--- src/rtl/firebird7_in_gate1_trim_override_pkg.sv ---
// Shared types and defaults for the trim-fuse override scan controller.
package firebird7_in_gate1_trim_override_pkg;

    localparam int DATA_W_DEF = 16;

    typedef enum logic [3:0] {
        ST_IDLE,
        ST_OPEN_CAP,
        ST_OPEN_SHIFT,
        ST_OPEN_UPD,
        ST_OPEN_WAIT,
        ST_DATA_CAP,
        ST_DATA_SHIFT,
        ST_DATA_UPD,
        ST_DONE
    } state_t;

endpackage

--- src/rtl/firebird7_in_gate1_trim_override_shreg.sv ---
// Parallel-load, MSB-first serial shift register shared by the write and read-back paths.
module firebird7_in_gate1_trim_override_shreg
    import firebird7_in_gate1_trim_override_pkg::*;
#(
    parameter int DATA_W = DATA_W_DEF
) (
    input  logic              ijtag_tck,
    input  logic              ijtag_reset,
    input  logic              load,
    input  logic [DATA_W-1:0] load_data,
    input  logic              shift,
    input  logic              shift_in,
    output logic [DATA_W-1:0] data
);

    // Write data leaves from the MSB while captured scan-out enters at the LSB,
    // so after DATA_W shifts the register holds the old contents in order.
    always_ff @(posedge ijtag_tck or negedge ijtag_reset) begin
        if (!ijtag_reset) begin
            data <= '0;
        end else if (load) begin
            data <= load_data;
        end else if (shift) begin
            data <= (data << 1) | DATA_W'(shift_in);
        end
    end

endmodule

--- src/rtl/firebird7_in_gate1_trim_override_scan_ctrl.sv ---
// Opens a SIB, writes the trim override register through it and closes it again in one pass.
module firebird7_in_gate1_trim_override_scan_ctrl
    import firebird7_in_gate1_trim_override_pkg::*;
#(
    parameter int DATA_W = DATA_W_DEF
) (
    input  logic              ijtag_tck,
    input  logic              ijtag_reset,
    input  logic              req_valid,
    input  logic [DATA_W-1:0] req_data,
    output logic              req_ready,
    output logic              done,
    output logic [DATA_W-1:0] rd_data,
    output logic              busy,
    output logic              ijtag_sel,
    output logic              ijtag_ce,
    output logic              ijtag_se,
    output logic              ijtag_ue,
    output logic              ijtag_si,
    input  logic              ijtag_so
);

    localparam int              CNT_W    = $clog2(DATA_W + 2);
    localparam logic [CNT_W-1:0] CNT_LAST = CNT_W'(DATA_W);

    state_t            state;
    state_t            state_nxt;
    logic [CNT_W-1:0]  cnt;
    logic [DATA_W-1:0] sr_data;
    logic              sr_load;
    logic              sr_shift;

    assign sr_load  = (state == ST_IDLE) && req_valid;
    // Shift cycle 0 carries the SIB close bit; its scan-out sample is the SIB itself.
    assign sr_shift = (state == ST_DATA_SHIFT) && (cnt != '0);

    firebird7_in_gate1_trim_override_shreg #(
        .DATA_W (DATA_W)
    ) u_shreg (
        .ijtag_tck   (ijtag_tck),
        .ijtag_reset (ijtag_reset),
        .load        (sr_load),
        .load_data   (req_data),
        .shift       (sr_shift),
        .shift_in    (ijtag_so),
        .data        (sr_data)
    );

    always_ff @(posedge ijtag_tck or negedge ijtag_reset) begin
        if (!ijtag_reset) begin
            state   <= ST_IDLE;
            cnt     <= '0;
            rd_data <= '0;
        end else begin
            state <= state_nxt;
            if (state == ST_DATA_CAP) begin
                cnt <= '0;
            end else if ((state == ST_DATA_SHIFT) && (cnt != CNT_LAST)) begin
                cnt <= cnt + CNT_W'(1);
            end
            if (state == ST_DATA_UPD) begin
                rd_data <= sr_data;
            end
        end
    end

    always_comb begin
        state_nxt = state;
        req_ready = 1'b0;
        busy      = 1'b1;
        done      = 1'b0;
        ijtag_sel = 1'b1;
        ijtag_ce  = 1'b0;
        ijtag_se  = 1'b0;
        ijtag_ue  = 1'b0;
        ijtag_si  = 1'b0;
        case (state)
            ST_IDLE: begin
                req_ready = 1'b1;
                busy      = 1'b0;
                ijtag_sel = 1'b0;
                if (req_valid) state_nxt = ST_OPEN_CAP;
            end
            ST_OPEN_CAP: begin
                ijtag_ce  = 1'b1;
                state_nxt = ST_OPEN_SHIFT;
            end
            ST_OPEN_SHIFT: begin
                ijtag_se  = 1'b1;
                ijtag_si  = 1'b1;
                state_nxt = ST_OPEN_UPD;
            end
            ST_OPEN_UPD: begin
                ijtag_ue  = 1'b1;
                state_nxt = ST_OPEN_WAIT;
            end
            ST_OPEN_WAIT: state_nxt = ST_DATA_CAP;
            ST_DATA_CAP: begin
                ijtag_ce  = 1'b1;
                state_nxt = ST_DATA_SHIFT;
            end
            ST_DATA_SHIFT: begin
                ijtag_se = 1'b1;
                ijtag_si = (cnt == '0) ? 1'b0 : sr_data[DATA_W-1];
                if (cnt == CNT_LAST) state_nxt = ST_DATA_UPD;
            end
            ST_DATA_UPD: begin
                ijtag_ue  = 1'b1;
                state_nxt = ST_DONE;
            end
            ST_DONE: begin
                done      = 1'b1;
                ijtag_sel = 1'b0;
                state_nxt = ST_IDLE;
            end
            default: begin
                ijtag_sel = 1'b0;
                state_nxt = ST_IDLE;
            end
        endcase
    end

endmodule
--- config.mk ---
export PLATFORM = sky130hd
export DESIGN_NAME = firebird7_in_gate1_trim_override_scan_ctrl
export DESIGN_NICKNAME = d
export VERILOG_FILES = /design/src/rtl/firebird7_in_gate1_trim_override_pkg.sv /design/src/rtl/firebird7_in_gate1_trim_override_shreg.sv /design/src/rtl/firebird7_in_gate1_trim_override_scan_ctrl.sv
export SDC_FILE = /design/constraint.sdc
export NUM_CORES = 1
export LEC_CHECK = 0
export CORE_MARGIN = 3
export CORE_UTILIZATION = 49
export CTS_CLUSTER_DIAMETER = 30
export CTS_CLUSTER_SIZE = 40
export DETAILED_ROUTE_END_ITERATION = 8
export GPL_ROUTABILITY_DRIVEN = 1
export PLACE_DENSITY = 0.75
export SYNTH_ARGS = -nofsm -noshare
export SYNTH_HDL_FRONTEND = slang
export SYNTH_SLANG_ARGS = --single-unit
--- constraint.sdc ---
create_clock -name ijtag_tck -period 2.55 [get_ports ijtag_tck]
set_clock_uncertainty 0.15 [all_clocks]
set_input_delay 0.51 -clock ijtag_tck [delete_from_list [all_inputs] [get_ports ijtag_tck]]
set_output_delay 0.51 -clock ijtag_tck [all_outputs]
set_load 0.01 [all_outputs]
== Word-level counts from Yosys, hierarchy flattened ==
Cells that the tools add are included.
Operators by class
  magnitude comparators: 0
  reduce and logical (&&, ||, !) cells: 13
  shift-type cells: 0
  multiplexer cells: 16
  bitwise logic cells: 1
  div/mod/pow operators: 0
  multiply operators: 0
  add/sub/neg operators: 1
  eq/ne operators: 12
Operators by type and width (number)
  16-bit two-way mux: 2
  4-bit one-hot mux with 8 select lines: 1
  4-bit by 3-bit equality test with 1-bit output, second input constant: 4
  16-bit by 1-bit bitwise OR with 16-bit output: 1
  5-bit two-way mux: 2
  4-bit by 2-bit equality test with 1-bit output, second input constant: 2
  1-bit two-way mux: 8
  4-bit two-way mux: 2
  7-bit OR reduction: 1
  2-bit OR reduction: 3
  5-bit by 1-bit adder with 5-bit output, second input constant: 1
  5-bit equality test, second input constant: 1
  5-bit zero test: 1
  5-bit inequality test, second input constant: 1
  5-bit nonzero test: 1
  4-bit by 1-bit equality test with 1-bit output, second input constant: 1
  4-bit equality test, second input constant: 1
  4-bit zero test: 1
  2-bit nonzero test: 2
  1-bit logical AND: 3
  2-bit by 1-bit inequality test with 1-bit output, second input constant: 1
  2-bit inequality test, second input constant: 1
  1-bit one-hot mux with 2 select lines: 1
  2-bit AND reduction: 1
Storage, ports and cells
  bits in latches: 0
  ROM bits: 0
  bits of input ports: 20
  logic and storage cells: 47
  register bits after elaboration: 41
  bits in writable memories: 0
  memories kept: 0

== Logic depth before layout (Yosys ltp) ==
Gate-level depths: netlist (run 1).
  depth after elaboration: 4
  mapped depth: 6
  mapped depth without buffers: 5

== Modules after synthesis ==
Synthesis (run 1) repeated with hierarchy kept, for this count alone.
Second synthesis, totals
  cells, all modules: 165
  area, all modules: 1963.1 µm²
By module, submodules not included
  firebird7_in_gate1_trim_override_scan_ctrl: cells each 96, area an instance 1218.7 µm², seq. area each 625.6 µm², times used 1
  firebird7_in_gate1_trim_override_shreg: cells each 69, area an instance 744.5 µm², seq. area each 400.4 µm², times used 1

== Least setup slack after synthesis (run 1) ==
OpenSTA, ideal clock, no wires.
  path type: register to output
  start: register cnt[0]
  end: output ijtag_si
  required time: 1890 ps
  cell stages (with the launch flop): 6
  data arrival time: 1359 ps
  setup slack: 531 ps
  cell sequence: dfrtp_1 > inv_1 > ha_1 > or4b_1 > nand2_1 > a21boi_0
Between the ends
  cells in the longest elaborated chain, start to end: 3
Ends and longest elaborated chain
  start, declared: RTL line firebird7_in_gate1_trim_override_scan_ctrl.sv:28  | logic [CNT_W-1:0] cnt;
  start signal, assigned: RTL line firebird7_in_gate1_trim_override_scan_ctrl.sv:59  | cnt <= cnt + CNT_W'(1);
  5-bit zero test: RTL line firebird7_in_gate1_trim_override_scan_ctrl.sv:104  | ijtag_si = (cnt == '0) ? 1'b0 : sr_data[DATA_W-1];
  1-bit two-way mux: RTL line firebird7_in_gate1_trim_override_scan_ctrl.sv:104
  1-bit one-hot mux with 2 select lines: RTL line firebird7_in_gate1_trim_override_scan_ctrl.sv:77  | case (state)
  end, declared: RTL line firebird7_in_gate1_trim_override_scan_ctrl.sv:19  | output logic ijtag_si,
Every way passes these cells.

== Final worst setup path (run 1) ==
  start: register state[1]
  end: output busy
Between the ends
  cells in the longest elaborated chain, start to end: 2
Ends and longest elaborated chain
  start, declared: RTL line firebird7_in_gate1_trim_override_scan_ctrl.sv:26  | state_t state;
  start signal, assigned: RTL line firebird7_in_gate1_trim_override_scan_ctrl.sv:55  | state <= state_nxt;
  4-bit zero test: RTL line firebird7_in_gate1_trim_override_scan_ctrl.sv:77
  1-bit two-way mux: RTL line firebird7_in_gate1_trim_override_scan_ctrl.sv:77
  end, declared: RTL line firebird7_in_gate1_trim_override_scan_ctrl.sv:14  | output logic busy,
Every way passes these cells.

==> results of run 1 <==
==> cells in the mapped netlist <==
master     instances  area, um2
nand2b_1           2       12.5
nor4b_1            1       8.76
inv_1              5       18.8
dfrtp_1           41       1030
a21boi_0           1       7.51
nor4_4             1       21.3
o31ai_1            2       15.0
or3_1              1       6.26
a221o_1           15        150
o21ai_0            5       25.0
ha_1               2       25.0
nand4b_2           1       15.0
clkbuf_1           1       3.75
nor2_1             6       22.5
and2_1             2       12.5
buf_6              2       22.5
and3_1            15       93.8
and4bb_2           1       12.5
a31oi_1            2       12.5
nor3b_1            2       15.0
nand2_1            4       15.0
a21oi_1            6       30.0
a22oi_4            1       21.3
mux2_2            16        180
nor3_1             1       5.00
nand3_1            4       20.0
or4b_1             1       10.0
or4_1              2       15.0
xor2_1             1       8.76
nor4bb_1           1       10.0
nand4bb_1          2       22.5
buf_2              7       35.0
==> sequential cells by signal (all words and copies together), names as in the netlist <==
name and cells:
u_shreg.data 16, state 4, cnt 5, rd_data 16
==> layer usage <==
layer,part of all wire (%),global-route usage [%],vias to the layer above
met5,0,0,-
met1,45,26.4,708
met2,50,33.9,29
met4,1.5,8.44,0
met3,4.3,4.76,7
li1,-,-,676
==> cell usage in the layout, fill, tap and decap left out, types with 2 or more instances in the layout <==
cell type / count
a21oi_1: 6
a221o_1: 15
a31oi_1: 2
and2_1: 2
and3_1: 15
buf_4: 9
clkbuf_8: 5
clkdlybuf4s50_1: 41
dfrtp_1: 37
dfrtp_2: 4
ha_1: 2
inv_1: 5
mux2_2: 16
nand2_1: 4
nand2b_1: 2
nand3_1: 4
nand4bb_1: 2
nor2_1: 6
nor3b_1: 2
o21ai_0: 5
o31ai_1: 2
or4_1: 2
==> kinds of logic after synthesis <==
logic type,Yosys count,share of synthesized area [%]
AOI/OAI and AO/OA,32,13.8
muxes,16,9.49
xor gates and xnor gates,1,0.461
and+or+nand+nor,47,16.7
DFF,41,54.0
buffers and inverters,15,4.22
adders and majority gates,2,1.32
==> how the worst max path moves through the flow <==
stage                to  depth (start not counted)
6_report           busy                          3
5_1_grt            busy                          3
4_1_cts        ijtag_si                          6
3_5_place_dp   ijtag_si                          6
3_3_place_gp   ijtag_si                          6
2_1_floorplan  ijtag_si                          5
==> report_power, final <==
| part | internal [mW] | leakage (nW) | switching, mW |
|---|---|---|---|
| clock network | 0.284 | 0.0540 | 0.215 |
| logic | 0.773 | 0.579 | 0.533 |
| registers | 0.932 | 0.514 | 0.258 |
==> through the flow <==
stage	area [um2]	hold WS [ps]	util (%)	power, mW
global route	2500	246	70.9	3.20
detailed placement	2370	342	67.2	2.46
floorplan	1900	64.4	-	1.93
finish	2500	181	70.9	2.99
global placement	2370	337	67.2	2.41
CTS	2470	214	70.2	2.96
==> area by class of cell <==
| class | count | area [um2] | share of cell area (%) |
|---|---|---|---|
| well taps | 46 | 57.6 | 2.31 |
| repair buffers | 52 | 488 | 19.5 |
| multi-input cells | 98 | 797 | 31.9 |
| clock buffers | 5 | 68.8 | 2.76 |
| clock inverters | 2 | 35.0 | 1.40 |
| inverters | 5 | 18.8 | 0.752 |
| flip-flops and latches | 41 | 1030 | 41.3 |
==> timing repair <==
item,in CTS,in global routing
setup endpoints to repair,2,4
pin swaps,1,1
gates resized for setup,3,5
setup buffers,0,3
==> flow_summary.yaml, run 1 <==
outcome:
  status: "completed"
timing:
  setup_violations: 0
  tns_ps: 0
  rsz0062_at_grt: "no"
  min_period_over_period_pct: 97.1
  fin_crit_ps: 2480
  slew_viol_final: 0
  max_freq_mhz: 404
  hold_viol: 0
  max_slew_margin_pct: 32.5
  worstMarginPinSlew_ps: 1010
  layout_setup_ws_ps: 73.7
placement:
  dp_cells: 239
  post-place-ws_ps: 73.7
  place_congestion: 0.893
  dpl.hpwl_mm: 2.92
  io_buffers: 43
critical_path:
  regToRegSetupSlack_ps: 400
  cp_max_fo: 9
  critPathBufInv: 2
  cp-end-kind: "output port"
  slowest_stage: "clkdlybuf4s50_1"
  cp-startpoint: "state[1]$_DFFE_PN0P_"
  required_ps: 1890
  slowest_delay_ps: 500
  cp-start-kind: "flip-flop"
  crit_chain: "nor4_4 > inv_1 > clkdlybuf4s50_1"
  critical_path.top_delay_family: "buffers and inverters"
  critPathKind: "flip-flop to output port"
  worstPathArrival_ps: 1820
  timing.rr.start: "cnt[0]$_DFFE_PN0P_"
  r2r-end: "u_shreg.data[15]$_DFFE_PN0P_"
  reg2regPathDepth: 5
cells_and_area:
  area_growth_syn_to_layout_pct: 31.4
  n_fill_cell: 263
  antenna_cells: 0
  finalNonFillerCells: 249
  drive_gt1_share_pct: 21.2
  layout.nets: 225
power_and_ir_drop:
  power_density_nw_per_um2: 1200
  p_leak_nw: 1.15
  ir_drop_uv: 654
yosys:
  yosys_warnings: 0
  synth.ff_latch_count: 41
  synth.distinct_cells: 32
  synth_area_um2: 1900
  synthCells: 154
  synth_area_per_cell_um2: 12.3
  synth-seq-area-share_pct: 54.0
  syn_nets: 176
cts:
  cts-htree-levels: 2
  clk_pin_slew_ps: 70
  cts-hold-fix-buffers: 0
  cts_root_buf: "clkbuf_8"
  max-clock-path-buffers: 2
  cts_tree: "done"
  clock_sinks: 41
  cts_buffers: 5
  worstSkewPairLatency_ps: 290
worst_hold_path:
  hp-class: "input port to asynchronous set/reset pin"
die:
  die_x_um: 68.3
  ios: 44
  start_util_pct: 53.9
  rows: 21
  core_area_um2: 3520
  die_h_um: 68.3
  dieArea_um2: 4660
detailed_routing:
  viasPerCell: 5.70
  drc: 0
  wirelength_mm: 4.29
  antenna_left: 0
  avgRoutedWirePerCell_um: 17.2
  firstDrtPassIters: 4
  first_iter_violations: 119
  num_vias: 1420
global_route:
  grt_start_max_net_pins: 42
  grt-ovfl-total: 0
  grt_pass1_vias: 1445
  grt_pass1_wl_mm: 7.09
  grt_use_total_pct: 20.7
  antenna_found_initial: 0
run:
  maxCapViolCount: 0
Power figures use the tool's default switching activity.
==> inputs of run 2 (changes only) <==
Settings changed: CAP_MARGIN set to 20, CELL_PAD_IN_SITES_DETAIL_PLACEMENT set to 0, CELL_PAD_IN_SITES_GLOBAL_PLACEMENT set to 2, CORE_UTILIZATION 49 to 32, PLACE_DENSITY 0.75 to 0.74.
==> flow_summary.yaml, run 2 (synthesis results as in run 1) <==
outcome:
  status: "completed"
timing:
  worstMarginPinSlew_ps: 617
  fin_crit_ps: 2470
  rsz0062_at_grt: "no"
  setup_violations: 0
  slew_viol_final: 0
  max_slew_margin_pct: 58.8
  hold_viol: 0
  max_freq_mhz: 405
  min_period_over_period_pct: 96.8
  tns_ps: 0
worst_hold_path:
  worstHoldStart: "rd_data[7]$_DFFE_PN0P_"
  hold_path_depth: 1
  hp-class: "flip-flop to flip-flop"
global_route:
  grt_use_total_pct: 13.5
  antenna_found_initial: 0
  grt-ovfl-total: 0
  grt_pass1_vias: 1435
  grt_pass1_wl_mm: 7.51
  grt_start_max_net_pins: 16
die:
  core_area_um2: 5640
  dieArea_um2: 6900
  start_util_pct: 33.7
  ios: 44
  die_x_um: 83.0
  die_h_um: 83.0
  rows: 27
cts:
  cts_root_buf: "clkbuf_8"
  cts_tree: "done"
  worstSkewPairLatency_ps: 290
  clock_sinks: 41
  clk_pin_slew_ps: 90
  cts-htree-levels: 2
  cts_buffers: 5
  max-clock-path-buffers: 2
detailed_routing:
  first_iter_violations: 40
  drc: 0
  wl_met3_um: 226
  avgRoutedWirePerCell_um: 16.4
  routed.top_layer: "met4"
  wl_met1_mm: 2.16
  num_vias: 1459
  viasPerCell: 5.25
  wl_met2_mm: 2.11
  antenna_left: 0
  wirelength_mm: 4.57
  firstDrtPassIters: 4
critical_path:
  endpoint: "req_ready"
  cp-start-kind: "flip-flop"
  r2r-end: "u_shreg.data[15]$_DFFE_PN0P_"
  cp_max_fo: 11
  critical_path.top_delay_family: "buffers and inverters"
  critPathBufInv: 1
  slowest_delay_ps: 610
  regToRegSetupSlack_ps: 390
  cp-end-kind: "output port"
  critPathKind: "flip-flop to output port"
  worstPathArrival_ps: 1810
  crit_chain: "nor4_4 > clkdlybuf4s50_1"
  required_ps: 1890
  cp-startpoint: "state[1]$_DFFE_PN0P_"
  slowest_stage: "clkdlybuf4s50_1"
  timing.rr.start: "cnt[0]$_DFFE_PN0P_"
  path_depth: 2
  reg2regPathDepth: 6
power_and_ir_drop:
  pwr-share-clk_pct: 20.4
  seq_power_share_pct: 38.4
  power_frac_comb_pct: 41.2
  intPower_mw: 2.08
  switching_share_pct: 33.0
  power_density_nw_per_um2: 1200
  p_leak_nw: 1.17
  p_switching_mw: 1.03
  ir_drop_uv: 347
  p_total_mw: 3.11
cells_and_area:
  postLayoutCoreUtil_pct: 45.8
  n_fill_cell: 510
  antenna_cells: 0
  largestRegisters: "rd_data (16), u_shreg.data (16), cnt (5)"
  area_growth_syn_to_layout_pct: 36.1
  final_common_cell: "clkdlybuf4s50_1"
  final_cell_mix: "clkdlybuf4s50_1, dfrtp_1, mux2_2"
  drive_gt1_share_pct: 22.3
  layout.nets: 227
placement:
  io_buffers: 43
  dpl.hpwl_mm: 3.24
  place_congestion: 0.786
run:
  maxCapViolCount: 0
-- run 2: changes by cell type in the layout (fill, tap and decap cells not counted) --
cell,delta
buf_4,+1
bufinv_16,+1
clkdlybuf4s50_1,-1
clkinv_2,-1
dlygate4sd3_1,+1
dlymetal6s2s_1,+1
ha_1,-1
ha_2,+1
inv_6,+1
-- run 2: what timing repair did --
item,4_1_cts,5_1_grt
hold buffers,1,0
setup buffers,0,1
gates resized for setup,5,6
endpoints found under the setup margin,3,3
pin swaps,1,1
endpoints found under the hold margin,13,0
-- run 2: through the flow --
step / setup slack (ps) / hold slack (ps) / area [um2] / std cells
2_1_floorplan: 531 / 64.4 / 1900 / 154
3_3_place_gp: 92.5 / 278 / 2410 / 267
3_5_place_dp: 67.6 / 286 / 2410 / 267
4_1_cts: 11.5 / 362 / 2570 / 276
5_1_grt: 7.64 / 372 / 2580 / 278
6_report: 81.5 / 359 / 2580 / 278
-- run 2: routing by layer --
layer  vias up  track usage [%]
met5         -                0
met4         0             4.61
met3         7             4.37
met2        36             20.1
met1       731             18.4
li1        685                -
-- run 2: final cells by class --
| type | instances | area, um2 | share of cell area (%) |
|---|---|---|---|
| flip-flops and latches | 41 | 1030 | 39.9 |
| multi-input cells | 98 | 800 | 30.9 |
| repair buffers | 54 | 508 | 19.7 |
| clock inverters | 3 | 68.8 | 2.66 |
| well taps | 72 | 90.1 | 3.48 |
| clock buffers | 5 | 68.8 | 2.66 |
| inverters | 5 | 18.8 | 0.726 |
-- run 2: power groups by stage --
stage	registers, mW	clock network, mW	logic, mW
after floorplan	1.13	0	0.795
after global placement	1.19	0	1.26
after detailed placement	1.20	0	1.27
after CTS	1.19	0.647	1.29
after global routing	1.24	0.681	1.40
final	1.19	0.633	1.28
-- run 2: worst min path at each step --
stage / to / slack (ps)
CTS: rd_data[7]$_DFFE_PN0P_ / 360
global placement: rd_data[11]$_DFFE_PN0P_ / 280
detailed placement: rd_data[12]$_DFFE_PN0P_ / 290
global route: rd_data[7]$_DFFE_PN0P_ / 370
floorplan: cnt[0]$_DFFE_PN0P_ / 60
finish: rd_data[7]$_DFFE_PN0P_ / 360
==> inputs of run 3 (changes only) <==
Clock period 2.55 ns to 2.75 ns, I/O delays scaled along.
==> flow_summary.yaml, run 3 (synthesis results as in run 1) <==
outcome:
  status: "completed"
timing:
  max_freq_mhz: 380
  setup_violations: 0
  rsz0062_at_grt: "no"
  tns_ps: 0
  min_period_over_period_pct: 95.6
  fin_crit_ps: 2630
  worstMarginPinSlew_ps: 1060
  layout_setup_ws_ps: 120
  max_slew_margin_pct: 29.1
  hold_viol: 0
  slew_viol_final: 0
die:
  dieArea_um2: 6900
  core_area_um2: 5640
  start_util_pct: 33.7
  die_h_um: 83.0
  ios: 44
  die_x_um: 83.0
  rows: 27
critical_path:
  cp_max_fo: 4
  cp-start-kind: "flip-flop"
  regToRegSetupSlack_ps: 530
  cp-end-kind: "output port"
  critPathKind: "flip-flop to output port"
  reg2regPathDepth: 5
  worstPathArrival_ps: 1930
  required_ps: 2050
cts:
  max-clock-path-buffers: 2
  cts-htree-levels: 2
  cts_tree: "done"
  cts_root_buf: "clkbuf_8"
  worstSkewPairLatency_ps: 290
  clk_pin_slew_ps: 70
  cts-hold-fix-buffers: 0
  post-cts-setup-buffer-count: 0
  postCtsResizedCells: 1
  cts_buffers: 5
  clock_sinks: 41
power_and_ir_drop:
  pwr-share-clk_pct: 13.7
  switching_share_pct: 34.9
  p_leak_nw: 1.12
  seq_power_share_pct: 42.0
  power_frac_comb_pct: 44.4
  power_density_nw_per_um2: 1070
  ir_drop_uv: 330
  intPower_mw: 1.71
  p_switching_mw: 0.918
placement:
  dpl.hpwl_mm: 3.14
  post-place-ws_ps: 213
  io_buffers: 43
  place_congestion: 0.784
global_route:
  grt_pass1_vias: 1478
  antenna_found_initial: 0
  grt_use_total_pct: 13.7
  grt-ovfl-total: 0
  grt_pass1_wl_mm: 7.54
  grt_start_max_net_pins: 42
worst_hold_path:
  hp-class: "input port to asynchronous set/reset pin"
detailed_routing:
  first_iter_violations: 68
  drc: 0
  num_vias: 1464
  antenna_left: 0
  avgRoutedWirePerCell_um: 16.3
  viasPerCell: 5.42
  firstDrtPassIters: 5
  wirelength_mm: 4.41
cells_and_area:
  final_cell_mix: "dfrtp_1, clkdlybuf4s50_1, mux2_2"
  antenna_cells: 0
  largestRegisters: "rd_data (16), u_shreg.data (16), cnt (5)"
  drive_gt1_share_pct: 16.7
  area_growth_syn_to_layout_pct: 29.9
  layout.nets: 221
run:
  maxCapViolCount: 0
==> run 3: final timing paths <==
path                                         from                          end
hold reg to reg            rd_data[7]$_DFFE_PN0P_       rd_data[7]$_DFFE_PN0P_
setup / recovery               cnt[0]$_DFFE_PN0P_                     ijtag_si
min in group ijtag_tck     rd_data[7]$_DFFE_PN0P_       rd_data[7]$_DFFE_PN0P_
max in group asynchronous             ijtag_reset           cnt[4]$_DFFE_PN0P_
setup reg to reg               cnt[0]$_DFFE_PN0P_  u_shreg.data[1]$_DFFE_PN0P_
hold / removal                        ijtag_reset      rd_data[10]$_DFFE_PN0P_
==> run 3: worst max-delay path, cell delays in order, from the launching register on <==
cell           delay (ps)
dfrtp_1               410
inv_1                  90
ha_1                  190
or4b_4                480
nand2_1                90
a21boi_0               70
dlygate4sd2_1         310
==> run 3: power by group through the flow <==
| stage | Combinational (mW) | Clock (mW) | Sequential, mW |
|---|---|---|---|
| 2_1_floorplan | 0.737 | 0 | 1.05 |
| 3_3_place_gp | 1.16 | 0 | 1.10 |
| 3_5_place_dp | 1.17 | 0 | 1.12 |
| 4_1_cts | 1.17 | 0.376 | 1.10 |
| 5_1_grt | 1.27 | 0.402 | 1.14 |
| 6_report | 1.17 | 0.359 | 1.10 |
==> run 3: per-stage QoR <==
stage / area, um2 / util, % / power, mW / hold WS, ps / instances
after floorplan: 1900 / - / 1.79 / 104 / 154
after global placement: 2390 / 42.4 / 2.26 / 338 / 264
after detailed placement: 2390 / 42.4 / 2.29 / 341 / 264
after CTS: 2460 / 43.7 / 2.65 / 271 / 270
after global routing: 2470 / 43.7 / 2.82 / 310 / 270
final: 2470 / 43.7 / 2.63 / 226 / 270
==> run 3: layout make-up <==
type                            instances  area, um2
Sequential cell                        41       1030
Tap cell                               72       90.1
Fill cell                             528       3170
Timing Repair Buffer                   48        462
Clock buffer                            5       68.8
Clock inverter                          1       5.00
Inverter                                5       18.8
Multi-Input combinational cell         98        797
==> run 3: layer usage <==
layer,share of wire [%],GRT usage (%),vias up
met5,0,0,-
met4,2.0,5.94,0
met3,4.9,3.77,12
met2,47,21.2,42
met1,46,18.0,742
li1,-,-,668
